File: config.mk
export PLATFORM = sky130hd
export DESIGN_NAME = sd_nibble_packer_flat
export DESIGN_NICKNAME = d
export VERILOG_FILES = /design/src/rtl/sd_nibble_packer_if.sv /design/src/rtl/sd_nibble_packer.sv /design/src/flat_wrapper.sv
export SDC_FILE = /design/constraint.sdc
export NUM_CORES = 1
export LEC_CHECK = 0
export ABC_AREA = 1
export CAP_MARGIN = 0
export CORE_MARGIN = 2
export CORE_UTILIZATION = 25
export CTS_CLUSTER_SIZE = 30
export DETAILED_ROUTE_END_ITERATION = 8
export GPL_TIMING_DRIVEN = 0
export SYNTH_ARGS = -nofsm -noshare
export SYNTH_HDL_FRONTEND = slang
export SYNTH_SLANG_ARGS = --single-unit
export TNS_END_PERCENT = 30
File: constraint.sdc
create_clock -name CLK -period 5.3 [get_ports CLK]
set_input_delay 1.06 -clock CLK [delete_from_list [all_inputs] [get_ports CLK]]
set_output_delay 1.06 -clock CLK [all_outputs]
set_load 0.02 [all_outputs]
File: src/rtl/sd_nibble_packer_if.sv
// sd_nibble_packer_if: nibble-stream input, word-stream output and status
// signals of the SD nibble packer, bundled with master/slave views.
interface sd_nibble_packer_if #(
  parameter int g_WORD_WIDTH = 64
);
  logic                    i_DATA_VALID;
  logic [3:0]              i_DATA_NIBBLE;
  logic                    i_LAST_NIBBLE;
  logic                    i_FLUSH;
  logic [g_WORD_WIDTH-1:0] o_WORD;
  logic                    o_WORD_VALID;
  logic                    i_WORD_READY;
  logic                    o_WORD_LAST;
  logic                    o_BLOCK_DONE;
  logic                    o_OVERFLOW;

  // Driver side: SD controller plus core consumer.
  modport master (
    output i_DATA_VALID, i_DATA_NIBBLE, i_LAST_NIBBLE, i_FLUSH, i_WORD_READY,
    input  o_WORD, o_WORD_VALID, o_WORD_LAST, o_BLOCK_DONE, o_OVERFLOW
  );

  // Packer side.
  modport slave (
    input  i_DATA_VALID, i_DATA_NIBBLE, i_LAST_NIBBLE, i_FLUSH, i_WORD_READY,
    output o_WORD, o_WORD_VALID, o_WORD_LAST, o_BLOCK_DONE, o_OVERFLOW
  );
endinterface

File: src/rtl/sd_nibble_packer.sv
// sd_nibble_packer: packs the SD 4-bit DAT stream into g_WORD_WIDTH-bit
// little-endian words, buffers them in a small FIFO and offers them to the
// core over valid/ready. The SD side cannot stall, so a word completing
// into a full FIFO (with no pop that cycle) is dropped and o_OVERFLOW sticks.
// Optional build macro: SDC_PACKER_ENDIAN_SWAP_EN byte-reverses o_WORD at
// the FIFO output (byte 0 lands in the MSB byte).
module sd_nibble_packer #(
  parameter int g_WORD_WIDTH = 64,
  parameter int g_FIFO_DEPTH = 4
) (
  input logic               CLK,
  input logic               a_RST_N,
  sd_nibble_packer_if.slave bus
);

  localparam int NIB_PER_WORD = g_WORD_WIDTH / 4;
  localparam int CNT_W        = $clog2(NIB_PER_WORD);
  localparam int PTR_W        = $clog2(g_FIFO_DEPTH);
  localparam int POS_W        = CNT_W + 2;
  localparam logic [CNT_W-1:0] CNT_LAST = CNT_W'(NIB_PER_WORD - 1);

  logic [CNT_W-1:0]        cnt_q, cnt_d;
  logic [g_WORD_WIDTH-1:0] part_q, part_d;
  logic [PTR_W:0]          wr_ptr_q, wr_ptr_d;
  logic [PTR_W:0]          rd_ptr_q, rd_ptr_d;
  logic                    done_q, done_d;
  logic                    ovf_q, ovf_d;

  logic [g_WORD_WIDTH-1:0] mem_q [g_FIFO_DEPTH];
  logic                    last_mem_q [g_FIFO_DEPTH];

  logic                    nib_in;
  logic                    word_done;
  logic [POS_W-1:0]        nib_pos;
  logic [g_WORD_WIDTH-1:0] word_asm;
  logic                    fifo_empty;
  logic                    fifo_full;
  logic                    pop;
  logic                    push;
  logic [g_WORD_WIDTH-1:0] head_word;

  // Reverses byte order; padding bytes of a short word end up at the low end.
  function automatic logic [g_WORD_WIDTH-1:0] byte_swap(input logic [g_WORD_WIDTH-1:0] w);
    logic [g_WORD_WIDTH-1:0] r;
    r = '0;
    for (int b = 0; b < g_WORD_WIDTH / 8; b++) begin
      r[8*b +: 8] = w[g_WORD_WIDTH - 8 - 8*b +: 8];
    end
    return r;
  endfunction

  // Nibble placement, word completion and FIFO push/pop decisions.
  always_comb begin
    nib_in     = bus.i_DATA_VALID & ~bus.i_FLUSH;
    // Even count -> high nibble of the byte, odd count -> low nibble.
    nib_pos    = {cnt_q ^ CNT_W'(1), 2'b00};
    word_asm   = part_q | (g_WORD_WIDTH'(bus.i_DATA_NIBBLE) << nib_pos);
    word_done  = nib_in & ((cnt_q == CNT_LAST) | bus.i_LAST_NIBBLE);
    fifo_empty = (wr_ptr_q == rd_ptr_q);
    fifo_full  = (wr_ptr_q[PTR_W] != rd_ptr_q[PTR_W]) &&
                 (wr_ptr_q[PTR_W-1:0] == rd_ptr_q[PTR_W-1:0]);
    pop        = ~fifo_empty & bus.i_WORD_READY;
    // A pop in the same cycle frees the slot, so a full FIFO still accepts.
    push       = word_done & (~fifo_full | pop);
  end

  // Next-state for packer and FIFO control; flush overrides everything.
  always_comb begin
    cnt_d    = cnt_q;
    part_d   = part_q;
    wr_ptr_d = wr_ptr_q;
    rd_ptr_d = rd_ptr_q;
    done_d   = 1'b0;
    ovf_d    = ovf_q;
    if (bus.i_FLUSH) begin
      cnt_d    = '0;
      part_d   = '0;
      wr_ptr_d = '0;
      rd_ptr_d = '0;
      ovf_d    = 1'b0;
    end else begin
      if (nib_in) begin
        if (word_done) begin
          // Partial word is cleared so the next block's short word pads with zeros.
          cnt_d  = '0;
          part_d = '0;
        end else begin
          cnt_d  = cnt_q + CNT_W'(1);
          part_d = word_asm;
        end
      end
      if (push) wr_ptr_d = wr_ptr_q + (PTR_W+1)'(1);
      if (pop)  rd_ptr_d = rd_ptr_q + (PTR_W+1)'(1);
      done_d = word_done & bus.i_LAST_NIBBLE;
      if (word_done && !push) ovf_d = 1'b1;
    end
  end

  // Control and partial-word state, async active-low reset.
  always_ff @(posedge CLK or negedge a_RST_N) begin
    if (!a_RST_N) begin
      cnt_q    <= '0;
      part_q   <= '0;
      wr_ptr_q <= '0;
      rd_ptr_q <= '0;
      done_q   <= 1'b0;
      ovf_q    <= 1'b0;
    end else begin
      cnt_q    <= cnt_d;
      part_q   <= part_d;
      wr_ptr_q <= wr_ptr_d;
      rd_ptr_q <= rd_ptr_d;
      done_q   <= done_d;
      ovf_q    <= ovf_d;
    end
  end

  // FIFO storage; contents only matter behind valid pointers, so no reset.
  always_ff @(posedge CLK) begin
    if (push) begin
      mem_q[wr_ptr_q[PTR_W-1:0]]      <= word_asm;
      last_mem_q[wr_ptr_q[PTR_W-1:0]] <= bus.i_LAST_NIBBLE;
    end
  end

  assign head_word = mem_q[rd_ptr_q[PTR_W-1:0]];

`ifdef SDC_PACKER_ENDIAN_SWAP_EN
  assign bus.o_WORD = fifo_empty ? '0 : byte_swap(head_word);
`else
  assign bus.o_WORD = fifo_empty ? '0 : head_word;
`endif
  assign bus.o_WORD_VALID = ~fifo_empty;
  assign bus.o_WORD_LAST  = ~fifo_empty & last_mem_q[rd_ptr_q[PTR_W-1:0]];
  assign bus.o_BLOCK_DONE = done_q;
  assign bus.o_OVERFLOW   = ovf_q;

endmodule

File: src/flat_wrapper.sv
// flat-port wrapper written by rule: the top's interface ports become plain ports
module sd_nibble_packer_flat 
#(
  parameter int g_WORD_WIDTH = 64,
  parameter int g_FIFO_DEPTH = 4
)
  (CLK, a_RST_N, bus_i_DATA_VALID, bus_i_DATA_NIBBLE, bus_i_LAST_NIBBLE, bus_i_FLUSH, bus_i_WORD_READY, bus_o_WORD, bus_o_WORD_VALID, bus_o_WORD_LAST, bus_o_BLOCK_DONE, bus_o_OVERFLOW);
  sd_nibble_packer_if #(.g_WORD_WIDTH(g_WORD_WIDTH)) bus_i ();
  input logic CLK;
  input logic a_RST_N;
  input wire logic [$bits(bus_i.i_DATA_VALID)-1:0] bus_i_DATA_VALID;
  input wire logic [$bits(bus_i.i_DATA_NIBBLE)-1:0] bus_i_DATA_NIBBLE;
  input wire logic [$bits(bus_i.i_LAST_NIBBLE)-1:0] bus_i_LAST_NIBBLE;
  input wire logic [$bits(bus_i.i_FLUSH)-1:0] bus_i_FLUSH;
  input wire logic [$bits(bus_i.i_WORD_READY)-1:0] bus_i_WORD_READY;
  output wire logic [$bits(bus_i.o_WORD)-1:0] bus_o_WORD;
  output wire logic [$bits(bus_i.o_WORD_VALID)-1:0] bus_o_WORD_VALID;
  output wire logic [$bits(bus_i.o_WORD_LAST)-1:0] bus_o_WORD_LAST;
  output wire logic [$bits(bus_i.o_BLOCK_DONE)-1:0] bus_o_BLOCK_DONE;
  output wire logic [$bits(bus_i.o_OVERFLOW)-1:0] bus_o_OVERFLOW;
  assign bus_i.i_DATA_VALID = bus_i_DATA_VALID;
  assign bus_i.i_DATA_NIBBLE = bus_i_DATA_NIBBLE;
  assign bus_i.i_LAST_NIBBLE = bus_i_LAST_NIBBLE;
  assign bus_i.i_FLUSH = bus_i_FLUSH;
  assign bus_i.i_WORD_READY = bus_i_WORD_READY;
  assign bus_o_WORD = bus_i.o_WORD;
  assign bus_o_WORD_VALID = bus_i.o_WORD_VALID;
  assign bus_o_WORD_LAST = bus_i.o_WORD_LAST;
  assign bus_o_BLOCK_DONE = bus_i.o_BLOCK_DONE;
  assign bus_o_OVERFLOW = bus_i.o_OVERFLOW;
  sd_nibble_packer #(.g_WORD_WIDTH(g_WORD_WIDTH), .g_FIFO_DEPTH(g_FIFO_DEPTH)) u_core (.CLK(CLK), .a_RST_N(a_RST_N), .bus(bus_i));
endmodule
# ---- Word-level counts from Yosys, hierarchy flattened
# Memories as Yosys holds them, arrays and structs flattened.
# Cells that the tools add are included.
dict set report op_classes {
  reduce_logical 7
  n_mux 16
  shift 1
  n_addsub 3
  bitwise 13
  eq_ne 4
}
# op count
set ops {}
lappend ops {{64-bit 2-to-1 mux} 4}
lappend ops {{64-bit bitwise OR} 1}
lappend ops {{4-bit by 6-bit left shift with 64-bit output} 1}
lappend ops {{3-bit 2-to-1 mux} 4}
lappend ops {{4-bit 2-to-1 mux} 3}
lappend ops {{2-bit nonzero test} 4}
lappend ops {{3-bit by 1-bit adder with 3-bit output (second input constant)} 2}
lappend ops {{1-bit bitwise AND} 6}
lappend ops {{1-bit 2-to-1 mux} 5}
lappend ops {{4-bit by 1-bit adder with 4-bit output (second input constant)} 1}
lappend ops {{4-bit == test (second input constant)} 1}
lappend ops {{1-bit inverter} 4}
lappend ops {{3-bit == test} 1}
lappend ops {{2-bit == test} 1}
lappend ops {{1-bit logical AND} 2}
lappend ops {{1-bit bitwise OR} 2}
lappend ops {{1-bit logical NOT} 1}
lappend ops {{1-bit inequality test} 1}
dict set report totals {
  ramBits 260
  regBits 76
  inputBits 10
  mem_count 2
}
# name words width read_ports rd_ports_with_merged_regs write_ports line_no
set mem_list {}
lappend mem_list {u_core.mem_q 4 64 1 0 1 sd_nibble_packer.sv:29} ;# logic [g_WORD_WIDTH-1:0] mem_q [g_FIFO_DEPTH];
lappend mem_list {u_core.last_mem_q 4 1 1 0 1 sd_nibble_packer.sv:30} ;# logic last_mem_q [g_FIFO_DEPTH];

# ---- Logic depth before layout (Yosys ltp)
# Gate-level depths: netlist of the first run.
dict set report depth {
  depth_word 9
  ltp_mapped 10
  mapped_depth_nobuf 8
}

# ---- Worst setup path after synthesis of the first run
# No wires, ideal clock.
dict set report synth_path {
  path_kind {input port to flip-flop}
  startpoint {in bus_i_FLUSH}
  endpoint {mem u_core.last_mem_q[0], enable pin}
  n_path_buf 0
  arrival_ps 4217
  stages 7
  path_slack_ps 595
  t_required_ps 4812
  path_cell_list {inv_2 nand2_1 inv_1 nand2_1 inv_1 nand2_2 nor2_1}
}
dict set report synth_via {
  elab_chain_len 6
}
# element line_no
set synth_lines {}
lappend synth_lines {{from (decl)} flat_wrapper.sv:14} ;# input wire logic [$bits(bus_i.i_FLUSH)-1:0] bus_i_FLUSH;
lappend synth_lines {{1-bit inverter} sd_nibble_packer.sv:54} ;# nib_in = bus.i_DATA_VALID & ~bus.i_FLUSH;
lappend synth_lines {{1-bit bitwise AND} sd_nibble_packer.sv:54}
lappend synth_lines {{1-bit bitwise AND} sd_nibble_packer.sv:58} ;# word_done = nib_in & ((cnt_q == CNT_LAST) | bus.i_LAST_NIBBLE);
lappend synth_lines {{1-bit bitwise AND} sd_nibble_packer.sv:64} ;# push = word_done & (~fifo_full | pop);
lappend synth_lines {{1-bit 2-to-1 mux} sd_nibble_packer.sv:120} ;# if (push) begin
lappend synth_lines {{1-bit 2-to-1 mux (not written as such)} sd_nibble_packer.sv:122} ;# last_mem_q[wr_ptr_q[PTR_W-1:0]] <= bus.i_LAST_NIBBLE;
lappend synth_lines {{to (decl)} sd_nibble_packer.sv:30}
# Every way passes these cells.

# ---- Worst setup path after layout of the first run
dict set report layout_path {
  startpoint {reg u_core.rd_ptr_q[1]}
  endpoint {out bus_o_WORD[42]}
}
dict set report layout_via {
  elab_chain_len 2
  word_cells_on_any_way 3
  classes_between {eq/ne: 1; mux: 1; memory: 1}
}
# element line_no
set layout_lines {}
lappend layout_lines {{from (decl)} sd_nibble_packer.sv:25} ;# logic [PTR_W:0] rd_ptr_q, rd_ptr_d;
lappend layout_lines {{from (signal assigned)} sd_nibble_packer.sv:112} ;# rd_ptr_q <= rd_ptr_d;
lappend layout_lines {{memory read 4 x 64 bit / 3-bit == test (equally long branches)} n/a}
lappend layout_lines {{64-bit 2-to-1 mux (*)} sd_nibble_packer.sv:131} ;# assign bus.o_WORD = fifo_empty ? '0 : head_word;
lappend layout_lines {{to (decl)} flat_wrapper.sv:16} ;# output wire logic [$bits(bus_i.o_WORD)-1:0] bus_o_WORD;
# Mark *: on every way between the ends. The rest lies on a longest branch, timed or not.

==> run summary, run 1 <==
In this run the count of I/O pins placed on the die edge is 78. After filler insertion, the fill cell instance count of the layout stands at 5,662. The finished layout holds 2,205 standard cells, fillers aside. The internal power of the cells totals 4.42 mW. The post-detailed-route via-to-cell ratio was 4.50.

Synthesis produced a netlist with a net count of 1,323. Timing would allow up to 224 MHz. The post-synthesis sequential element count is 336, and the average size of a mapped cell is 10.8 um2.

Of all cell types, the one taking the most synthesized area is edfxtp_1. The shortest clock period the worst path allows after layout came out at 4460 ps. The logs give 55,300 um2 for the placeable core region and 25.6 mm for the final HPWL from detailed placement. Max-cap violations in this run came to 0. Multiplexer share of the synthesized area: 0%. In this run the worst hold path is classified as in -> async. Synthesis handed over a netlist of 1,307 instances. Setup repair after global routing left no endpoint under its margin.

The share of total power in the clock network came out at 40.8%. In this run the worst path has a maximum fanout of 10. The arrival time reported for the critical path endpoint was 3400 ps; the number of warning messages in the yosys log was 0. The total global-route track usage was 12.8%; the number of resized instances in the post-cts repair step was 0.

After detailed routing, the number of remaining DRC violations is 0. By count the netlist is led by edfxtp_1, o21ai_0, inv_1. Across the routed clock network, the largest skew measured is 13.5 ps. After Yosys synthesis, full adders, half adders and majority gates account for 0.534% of the synthesized area. The die covers 58,100 um2.

The post-synthesis compound-gate area fraction was 12.2%; the total number of clock tree sinks was 336. The power density of the placed cells was 340 nW/um2. In this run the tightest slew margin relative to its limit is 38.7%.

For this run, asynchronously set or reset flops after synthesis account for 22.6%. Sequential fraction of the synthesis area: 69.1%. The die is 241 um wide. The tools report the layout net count as 1,446.

The pin count of the biggest net entering global routing was 70; the port buffer count was 77. The count of TritonRoute iterations in the first routing pass was 5; the area share of xor/xnor cells in the synthesized design was 0.187%. In this run the cell area of the synthesized design comes to 14,100 um2. Dividing the detail-routed wire length by the instance count gives 17.0 um. The number of failing hold endpoints at the final stage is 0. STA classifies the critical path endpoint as a primary output. The H-tree was split into 2 levels. Per report_power, the combinational group accounts for 10.1% of the total. The area used by multi-input combinational logic is 3250 um2, and the number of antenna violations at the first check in global routing is 1. The worst reg-to-reg path cell count was 9. The logs give 0 for the hold buffer count at cts and 37.6 mm for the final routed wirelength across all metal layers.

After clock tree synthesis, the clock-pin slew on the worst setup and hold paths is 60 ps. The tools report the clock root buffer as clkbuf_16. TritonCTS built the clock tree. Across the whole layout, storage elements account for 9710 um2. The congestion estimate from routability-driven global placement came to 0.891. The setup path with the least slack is of type reg -> out. In the post-synthesis netlist, the biggest area contributors are edfxtp_1, dfrtp_1, o21ai_0. The fraction of final layout cells sized beyond drive strength 1 is 7.07%, and the total number of placement rows is 86.

Registers are responsible for 49.1% of the overall power. Summed over its instances, the top area cell type makes up 55.6% of the synthesized netlist area. For the number of buffers on the longest clock path, the log shows 3. The first-iteration detailed-routing DRC count is 1,068. The flow ran to the end, and the final reports show no timing, DRC or antenna violations.

The via count of the first global-routing pass came out at 9,411. The tools report the worst hold margin as 366 ps. The overall die height was 241 um; the transition at the pin with the smallest max-transition slack was 910 ps. The net load switching power came out at 1.39 mW.

The worst-case setup slack after placement is 1390 ps, and the power consumption is 5.81 mW. Startpoint type of the worst setup path: a flop. The count of flip-flops with a built-in enable after synthesis was 260. The setup slack of the critical path after layout is 844 ps. Of the total synthesized cell area, the portion taken by AND, OR, NAND and NOR gates is 10.1%.

In this run switching power makes up 23.9% of total power. The routed layout has 9,912 vias. Buffers inserted during clock tree synthesis total 35. The later pin in the worst-skew pair is clocked with a latency of 520 ps. The top flip-flop cell by instance count after synthesis was edfxtp_1.

The tools report the max-slew violation total from the final report as 0. The run gives 2,141 as the number of placed cells counting well taps. Setup violations remaining at the end of the flow were counted as 0. At the end of the flow the core is filled with cells to 30.9%. Across the VDD grid, the largest voltage drop is 0.000149 V. In this run the static leakage power is 6.96 nW.

The logs give 4240 ps for the required time reported for the critical path endpoint and 0 for the remaining antenna violation count. Dividing the final minimum period by the clock period gives 84.1%. The synthesis-to-finish area growth is 21.5%, and the starting utilization of the core area is 25.4%. Once the clock tree was built, the setup fixing pass inserted 0 buffers.

After synthesis, the largest family of logic cells by area is compound AO/OA/AOI/OAI gates. After detailed placement, the total cell area comes to 16,000 um2. The aggregate negative setup slack was 0 ps. With fillers left out, the area of the finished cells amounts to 17,100 um2. Counting distinct cell types in the post-synthesis netlist gives 24. The global-route congestion overflow total was 0; the wire length of the first global-routing pass was 56.4 mm.

Among all cell types in the netlist, the one instantiated most often is edfxtp_1.
-- registers in the layout (all words and copies together), names as in the netlist --
| signal | flops |
|---|---|
| u_core.mem_q | 256 |
| u_core.part_q | 64 |
| u_core.cnt_q | 4 |
| u_core.last_mem_q | 4 |
| u_core.rd_ptr_q | 3 |
| u_core.wr_ptr_q | 3 |
| u_core.bus.o_BLOCK_DONE | 1 |
| u_core.bus.o_OVERFLOW | 1 |
-- final timing paths --
kind                                       start                    end  slack [ps]
max reg2reg                   u_core.rd_ptr_q[0]    u_core.mem_q[3][30]        2230
max                           u_core.rd_ptr_q[1]         bus_o_WORD[42]         840
max in group asynchronous                a_RST_N      u_core.part_q[19]        4360
min                                      a_RST_N     u_core.rd_ptr_q[2]         370
min reg2reg                u_core.bus.o_OVERFLOW  u_core.bus.o_OVERFLOW         510
min in group CLK           u_core.bus.o_OVERFLOW  u_core.bus.o_OVERFLOW         510
-- power by group through the flow --
stage | logic (mW) | clock network, mW | registers, mW
2_1_floorplan | 0.315 | 0 | 2.90
3_3_place_gp | 0.584 | 0 | 2.91
5_1_grt | 0.644 | 2.52 | 2.85
3_5_place_dp | 0.596 | 0 | 2.91
6_report | 0.587 | 2.37 | 2.85
4_1_cts | 0.599 | 2.41 | 2.85
-- placed cells by master (no fill, tap or decap), types with 2 or more instances in the layout --
cell and n:
edfxtp_1 260, nor2_2 2, nor2_1 153, buf_2 23
buf_12 8, nor2_4 6, a21oi_1 16, inv_6 3
clkbuf_16 36, clkinv_2 6, clkdlybuf4s50_1 76, buf_6 2
clkinv_1 2, dfrtp_1 76, nand3_1 41, bufinv_16 2
o21ai_1 13, clkbuf_8 2, ha_1 6, nand4_1 5
clkbuf_1 56, inv_1 210, nand2_1 139, xor2_1 2
o22ai_1 66, inv_2 3, nand2_2 5, buf_4 2
o21ai_0 230
-- layout make-up --
class,count,area share [%]
multi-input cells,685,19.1
inverters,214,4.70
flip-flops and latches,336,56.8
clock inverters,14,0.776
repair buffers,86,5.60
diodes,1,0.0146
well taps,748,5.48
plain buffers,72,1.86
clock buffers,49,5.68
-- cells by family after synthesis --
logic type	after synthesis
AOI/OAI and AO/OA	325
xor gates and xnor gates	3
adders and majority gates	6
buffers and inverters	286
DFF	336
and+or+nand+nor	351
-- critical path: stages (launching register included) --
cell and delay, ps:
dfrtp_1 450, inv_1 120, clkbuf_1 650, clkbuf_1 440
o21ai_0 180, o22ai_1 290, nand2_1 100, inv_1 70
clkdlybuf4s50_1 590
-- routing by layer --
layer | vias to the layer above | global-route usage (%) | part of all wire [%]
met5 | - | 0 | 0
met4 | 0 | 3.05 | 1.7
li1 | 4650 | - | -
met1 | 4838 | 18.2 | 45
met3 | 55 | 2.33 | 7.5
met2 | 369 | 20.4 | 46
Power figures use the tool's default switching activity.
==> run 2, diff against run 1 <==
- clock period: 5.3 -> 4.26 ns (I/O delays scaled with it)
==> run summary, run 2 (synthesized netlist as in run 1, its figures left out) <==
The design draws 7.24 mW. The remaining max-slew budget at the tightest pin came out at 38.0%. The min-delay analysis places its worst path in the category in -> async. Detailed placement finished with a half-perimeter wire length of 25.6 mm. The first detailed-routing pass took 5 iterations. The wire length of the first global-routing pass was 56.4 mm. Across the routed clock network, the largest skew measured is 13.4 ps.

STA classifies the critical path startpoint as a flop. For this configuration, the core starts out at a cell density of 25.4%. The overall die height works out to 241 um. The final routed wirelength across all metal layers was 37.6 mm. Using the TritonRoute via totals, the vias-per-cell ratio works out to 4.47. The register with the most flip-flops in the layout has 256 of them. TritonCTS built the clock tree.

Routability-driven placement finished with a final weighted congestion of 0.891. The routed wirelength normalized by instance count is 17.1 um. The final route contains 9,859 vias. The shortest clock period the worst path allows after layout is 4040 ps. For the worst setup path, the data required time is 3410 ps. The via count of the first global-routing pass was 9,399; the fraction of final layout cells sized beyond drive strength 1 was 7.15%. The floorplan has 86 rows.

Global routing finished with a remaining overflow of 0. The flow ran to the end, and the final reports show no timing, DRC or antenna violations. The number of max-capacitance violations reported is 0. The path type of the worst setup path was reg -> out. For the worst setup path, the data arrival time is 3190 ps.

The worst-case setup slack after placement was 555 ps; the placeable core region was 55,300 um2. Static timing analysis puts the maximum clock frequency at 248 MHz. In this run, CTS created clock tree buffers numbering 35. Clock-pin slew was measured on the worst setup and hold paths at 60 ps. The I/O pin count was 78; the layout net count was 1,445. The tools report the pin count of the biggest net entering global routing as 70.

Setup repair after global routing left no endpoint under its margin. The synthesis-to-finish area growth is 21.5%, and the remaining antenna violation count is 0. The commonest non-fill, non-tap cell in the layout was edfxtp_1. In the layout the commonest cells are edfxtp_1, o21ai_0, inv_1, nor2_1, nand2_1. The run gives 1 as the number of antenna violations at the first check in global routing. VDD sags by at most 0.000185 V.

The die width was 241 um. Counting every sink on the clock net gives 336. The detailed-route DRC error count is 0. The number of failing hold endpoints at the final stage was 0; the maximum level of the CTS H-tree was 2. The run gives 1,034 as the first-iteration detailed-routing DRC count.

STA classifies the critical path endpoint as a primary output. The max-slew violation total from the final report was 0. In this run the worst setup path begins at u_core.rd_ptr_q[1].

The longest clock path from root to sink contains 3 buffers. The die covers 58,100 um2. The logs give 12.8% for the total global-route track usage and 223 ps for the setup slack of the critical path after layout.

For the pin with the worst max-slew slack, the measured transition is 928 ps. At the later pin of the worst-skew pair, clock insertion delay measures 520 ps. The port buffer count came out at 77. In this run the worst path has a maximum fanout of 12. Clock root buffer: clkbuf_16. The launch instance of the worst register-to-register path was u_core.rd_ptr_q[1]. Ratio of final minimum period to clock period: 94.8%.

Static leakage power: 6.96 nW. The setup violation total in the final timing report came out at 0. The power density of the placed cells came out at 424 nW/um2.
## run 2: worst paths after layout
check | endpoint | slack, ps | cells after the start
min reg2reg | u_core.bus.o_OVERFLOW | 510 | 2
max in group asynchronous | u_core.part_q[26] | 3530 | 2
max reg2reg | u_core.mem_q[3][45] | 1330 | 8
min in group CLK | u_core.bus.o_OVERFLOW | 510 | 2
max | bus_o_WORD[33] | 220 | 9
min | u_core.rd_ptr_q[2] | 160 | 1
## run 2: per-stage QoR
| stage | util, % | cell area [um2] | hold slack [ps] | std cells | TNS (ps) |
|---|---|---|---|---|---|
| 3_3_place_gp | 28.5 | 15800 | 479 | 2132 | -895310 |
| 3_5_place_dp | 28.9 | 16000 | 500 | 2141 | 0 |
| 2_1_floorplan | - | 14100 | 503 | 1307 | -61720 |
| 6_report | 30.9 | 17100 | 158 | 2204 | 0 |
| 5_1_grt | 30.9 | 17100 | 156 | 2203 | 0 |
| 4_1_cts | 30.9 | 17100 | 146 | 2203 | 0 |
## run 2: repair_timing
action / 4_1_cts / 5_1_grt
resized for setup: 0 / 1
hold buffers: 0 / 0
endpoints found under the hold margin: 0 / 0
buffers inserted: 0 / 0
pin swaps: 0 / 0
cloned: 0 / 0
setup endpoints to repair: 1 / 12
## run 2: routing by layer
metal | vias up | routed length, um | global-route usage, %
li1 | 4644 | - | -
met1 | 4802 | 16800 | 18.2
met2 | 356 | 17500 | 20.4
met3 | 57 | 2730 | 2.30
met4 | 0 | 660 | 3.05
met5 | - | 0 | 0
## run 2: area by class of cell
cell class | count | area [um2]
Inverter | 214 | 803
Buffer | 71 | 314
Multi-Input combinational cell | 685 | 3250
Clock inverter | 14 | 133
Sequential cell | 336 | 9710
Antenna cell | 1 | 2.50
Clock buffer | 49 | 970
Tap cell | 748 | 936
Timing Repair Buffer | 86 | 956
Fill cell | 5660 | 38200
## run 2: worst max-delay path, cell delays in order (launching register included)
cell             delay, ps
dfrtp_1                450
inv_1                  490
nand2_1                100
nand2_1                130
nor2_4                  50
nand2_2                320
buf_2                  300
nand2_1                150
inv_1                   70
clkdlybuf4s50_1        590
## run 2: report_power, final
part | leakage, nW | internal (mW) | total (mW) | switching (mW)
Combinational | 2.98 | 0.245 | 0.729 | 0.484
Clock | 0.538 | 1.72 | 2.96 | 1.24
Sequential | 3.44 | 3.54 | 3.55 | 0.0143
==> run 3, diff against run 2 <==
- CORE_UTILIZATION: 25 -> 44
- SKIP_CTS_REPAIR_TIMING: unset -> 1
==> run summary, run 3 (synthesized netlist as in run 1, its figures left out) <==
The fraction of final layout cells sized beyond drive strength 1 is 7.20%. The min-delay analysis places its worst path in the category in -> async. The tools report the starting utilization of the core area as 44.7%. The total number of placement rows was 65; the total global-route track usage was 21.4%. Register clock-pin slew on the reported worst setup and hold paths: 60 ps. Sequential cells account for 48.9% of the total power. Measured in cells, the most critical reg-to-reg path has a length of 9.

Clock tree synthesis inserted a total of 36 buffers. The launch instance of the worst register-to-register path is u_core.rd_ptr_q[0]. At the placement stage, the worst setup path has a slack of 586 ps. After global routing the overflow that remains totals 0. In the post-route analysis, the smallest setup slack over all paths is 300 ps. The synthesis-to-finish area growth works out to 18.9%.

The total number of clock tree sinks is 336. Buffers placed on the I/O ports in this run total 77. For the pin count of the biggest net entering global routing, the log shows 69.

For the static leakage power, the log shows 6.98 nW. The layout filler cell count was 2,740; the final HPWL from detailed placement was 23.3 mm. Number of max-capacitance violations reported: 0. The later pin in the worst-skew pair is clocked with a latency of 520 ps.

For the number of failing hold endpoints at the final stage, the log shows 0. The flow ran to the end, and the final reports show no timing, DRC or antenna violations. The layout net count came out at 1,448.

The via count of the first global-routing pass came out at 9,337. In this run, the combinational gates consume 9.8% of the power. The analysis attributes to net switching a power of 1.72 mW. The tools report the filler-free cell count of the finished design as 1,861.

The register with the most flip-flops in the layout has 256 of them. The tools report the final weighted congestion in routability-driven placement as 0.924. The final layout contains routed wiring with a total length of 34.9 mm. The total area inside the core boundary comes to 31,500 um2. The worst setup path is launched from a flop. In this run switching power makes up 23.7% of total power.

The die is 183 um wide. Summed over all failing endpoints, the final setup total negative slack is 0 ps. I/O pin count: 78. The power density of the placed cells is 434 nW/um2. The power consumption was 7.26 mW. The tools report the internal portion of total power as 5.54 mW.

For the maximum frequency from static timing analysis, the log shows 253 MHz. Routed wirelength normalized by instance count: 18.8 um. The largest individual stage delay along the critical path comes from the cell clkdlybuf4s50_1. In this run the deepest clock path goes through 3 buffers. For this block, the initial DRC count from the detailed router was 785. The shortest clock period the worst path allows after layout works out to 3960 ps. Number of buffers and inverters on the critical path: 6. For this run, the detailed router's first-pass iteration total came to 5.

The first global-routing pass estimated 54.6 mm of wire. The worst setup path is of the reg -> out kind. The share of total power in the clock network is 41.3%, and the stage delay of the slowest cell on the critical path is 590 ps. The routed layout has 9,758 vias.

Across the routed clock network, the largest skew measured is 13.4 ps. Measured against its own limit, the worst slew margin works out to 47.8%. STA classifies the critical path endpoint as a primary output. The repair_antennas step left the layout with diodes totalling 0. The number of antenna violations at the first check in global routing was 0; the maximum level of the CTS H-tree was 2.

The run gives 3410 ps as the required time reported for the critical path endpoint. The tools report the clock root buffer as clkbuf_16. The number of placed cells counting well taps is 1,796, and the worst-path maximum fanout is 10. The critical path goes through buf_4 > inv_2 > buf_6 > buf_2 > nor2_1 > o22ai_1 > nand2_1 > inv_1 > clkdlybuf4s50_1. The max-slew violation total from the final report was 0.

The tools report the capture instance of the worst register-to-register path as u_core.mem_q[2][34]. In the routed design, unresolved DRC markers number 0. TritonCTS built the clock tree. The transition at the pin with the smallest max-transition slack works out to 774 ps.

Across the VDD grid, the largest voltage drop is 0.000330 V. Setup repair after global routing left no endpoint under its margin. Data on the critical path arrives at its endpoint at 3110 ps.

Measured along the y axis, the die boundary spans 183 um. After detailed routing, the number of vias per cell comes to 5.24. For the remaining antenna violation count, the log shows 0.

The die covers 33,400 um2. Register-to-register setup slack: 1490 ps. Of the available clock period, the critical path in the final layout requires 93.0%. Leaving out fill and tap cells, the most frequent cells in the layout are edfxtp_1, o21ai_0, inv_1, nor2_1, nand2_1. The setup violation total in the final timing report came out at 0.

The library cell used most frequently in the layout, excluding fill and tap cells, is edfxtp_1. On the critical path the largest part of the delay comes from buffers and inverters.
[run 3: cell count changes in the layout (fill, tap and decap cells not counted), sizes merged]
| cell | change |
|---|---|
| buf | +1 |
| bufinv | -1 |
| clkbuf | +8 |
| clkinv | -3 |
| diode | -1 |
| inv | -1 |
[run 3: final cells by class]
| class | instances | area, um2 | share of cell area [%] |
|---|---|---|---|
| Clock buffer | 56 | 1050 | 6.27 |
| Multi-Input combinational cell | 685 | 3260 | 19.5 |
| Buffer | 72 | 320 | 1.92 |
| Sequential cell | 336 | 9710 | 58.1 |
| Clock inverter | 9 | 83.8 | 0.502 |
| Tap cell | 402 | 503 | 3.01 |
| Inverter | 214 | 803 | 4.81 |
| Timing Repair Buffer | 87 | 983 | 5.89 |
[run 3: power by group through the flow]
| stage | Sequential (mW) | Combinational, mW | Clock (mW) |
|---|---|---|---|
| 4_1_cts | 3.55 | 0.718 | 3.04 |
| 2_1_floorplan | 3.61 | 0.392 | 0 |
| 5_1_grt | 3.55 | 0.785 | 3.18 |
| 6_report | 3.55 | 0.711 | 3.00 |
| 3_3_place_gp | 3.62 | 0.698 | 0 |
| 3_5_place_dp | 3.62 | 0.715 | 0 |
[run 3: metal layers]
layer | track usage [%] | share of wire (%) | vias up
li1 | - | - | 4656
met1 | 30.6 | 45 | 4759
met2 | 34.6 | 47 | 289
met3 | 3.13 | 5.7 | 54
met4 | 5.77 | 2.1 | 0
met5 | 0 | 0 | -
[run 3: per-stage QoR]
stage / hold WS [ps] / instance area (um2) / util, %
after detailed placement: 494 / 15600 / 49.5
after floorplan: 503 / 14100 / -
after global placement: 487 / 15300 / 48.7
after CTS: 163 / 16700 / 53.1
final: 176 / 16700 / 53.1
after global routing: 174 / 16700 / 53.1
[run 3: how the worst max path moves through the flow]
| stage | start | to | slack [ps] | cells past startpoint |
|---|---|---|---|---|
| finish | u_core.rd_ptr_q[0] | bus_o_WORD[37] | 300 | 9 |
| global route | u_core.rd_ptr_q[0] | bus_o_WORD[45] | 170 | 9 |
| CTS | u_core.rd_ptr_q[0] | bus_o_WORD[45] | 40 | 10 |
| detailed placement | u_core.rd_ptr_q[0] | bus_o_WORD[45] | 590 | 10 |
| global placement | bus_i_LAST_NIBBLE | u_core.mem_q[3][29] | -3280 | 7 |
| floorplan | bus_i_FLUSH | u_core.last_mem_q[0] | -240 | 7 |
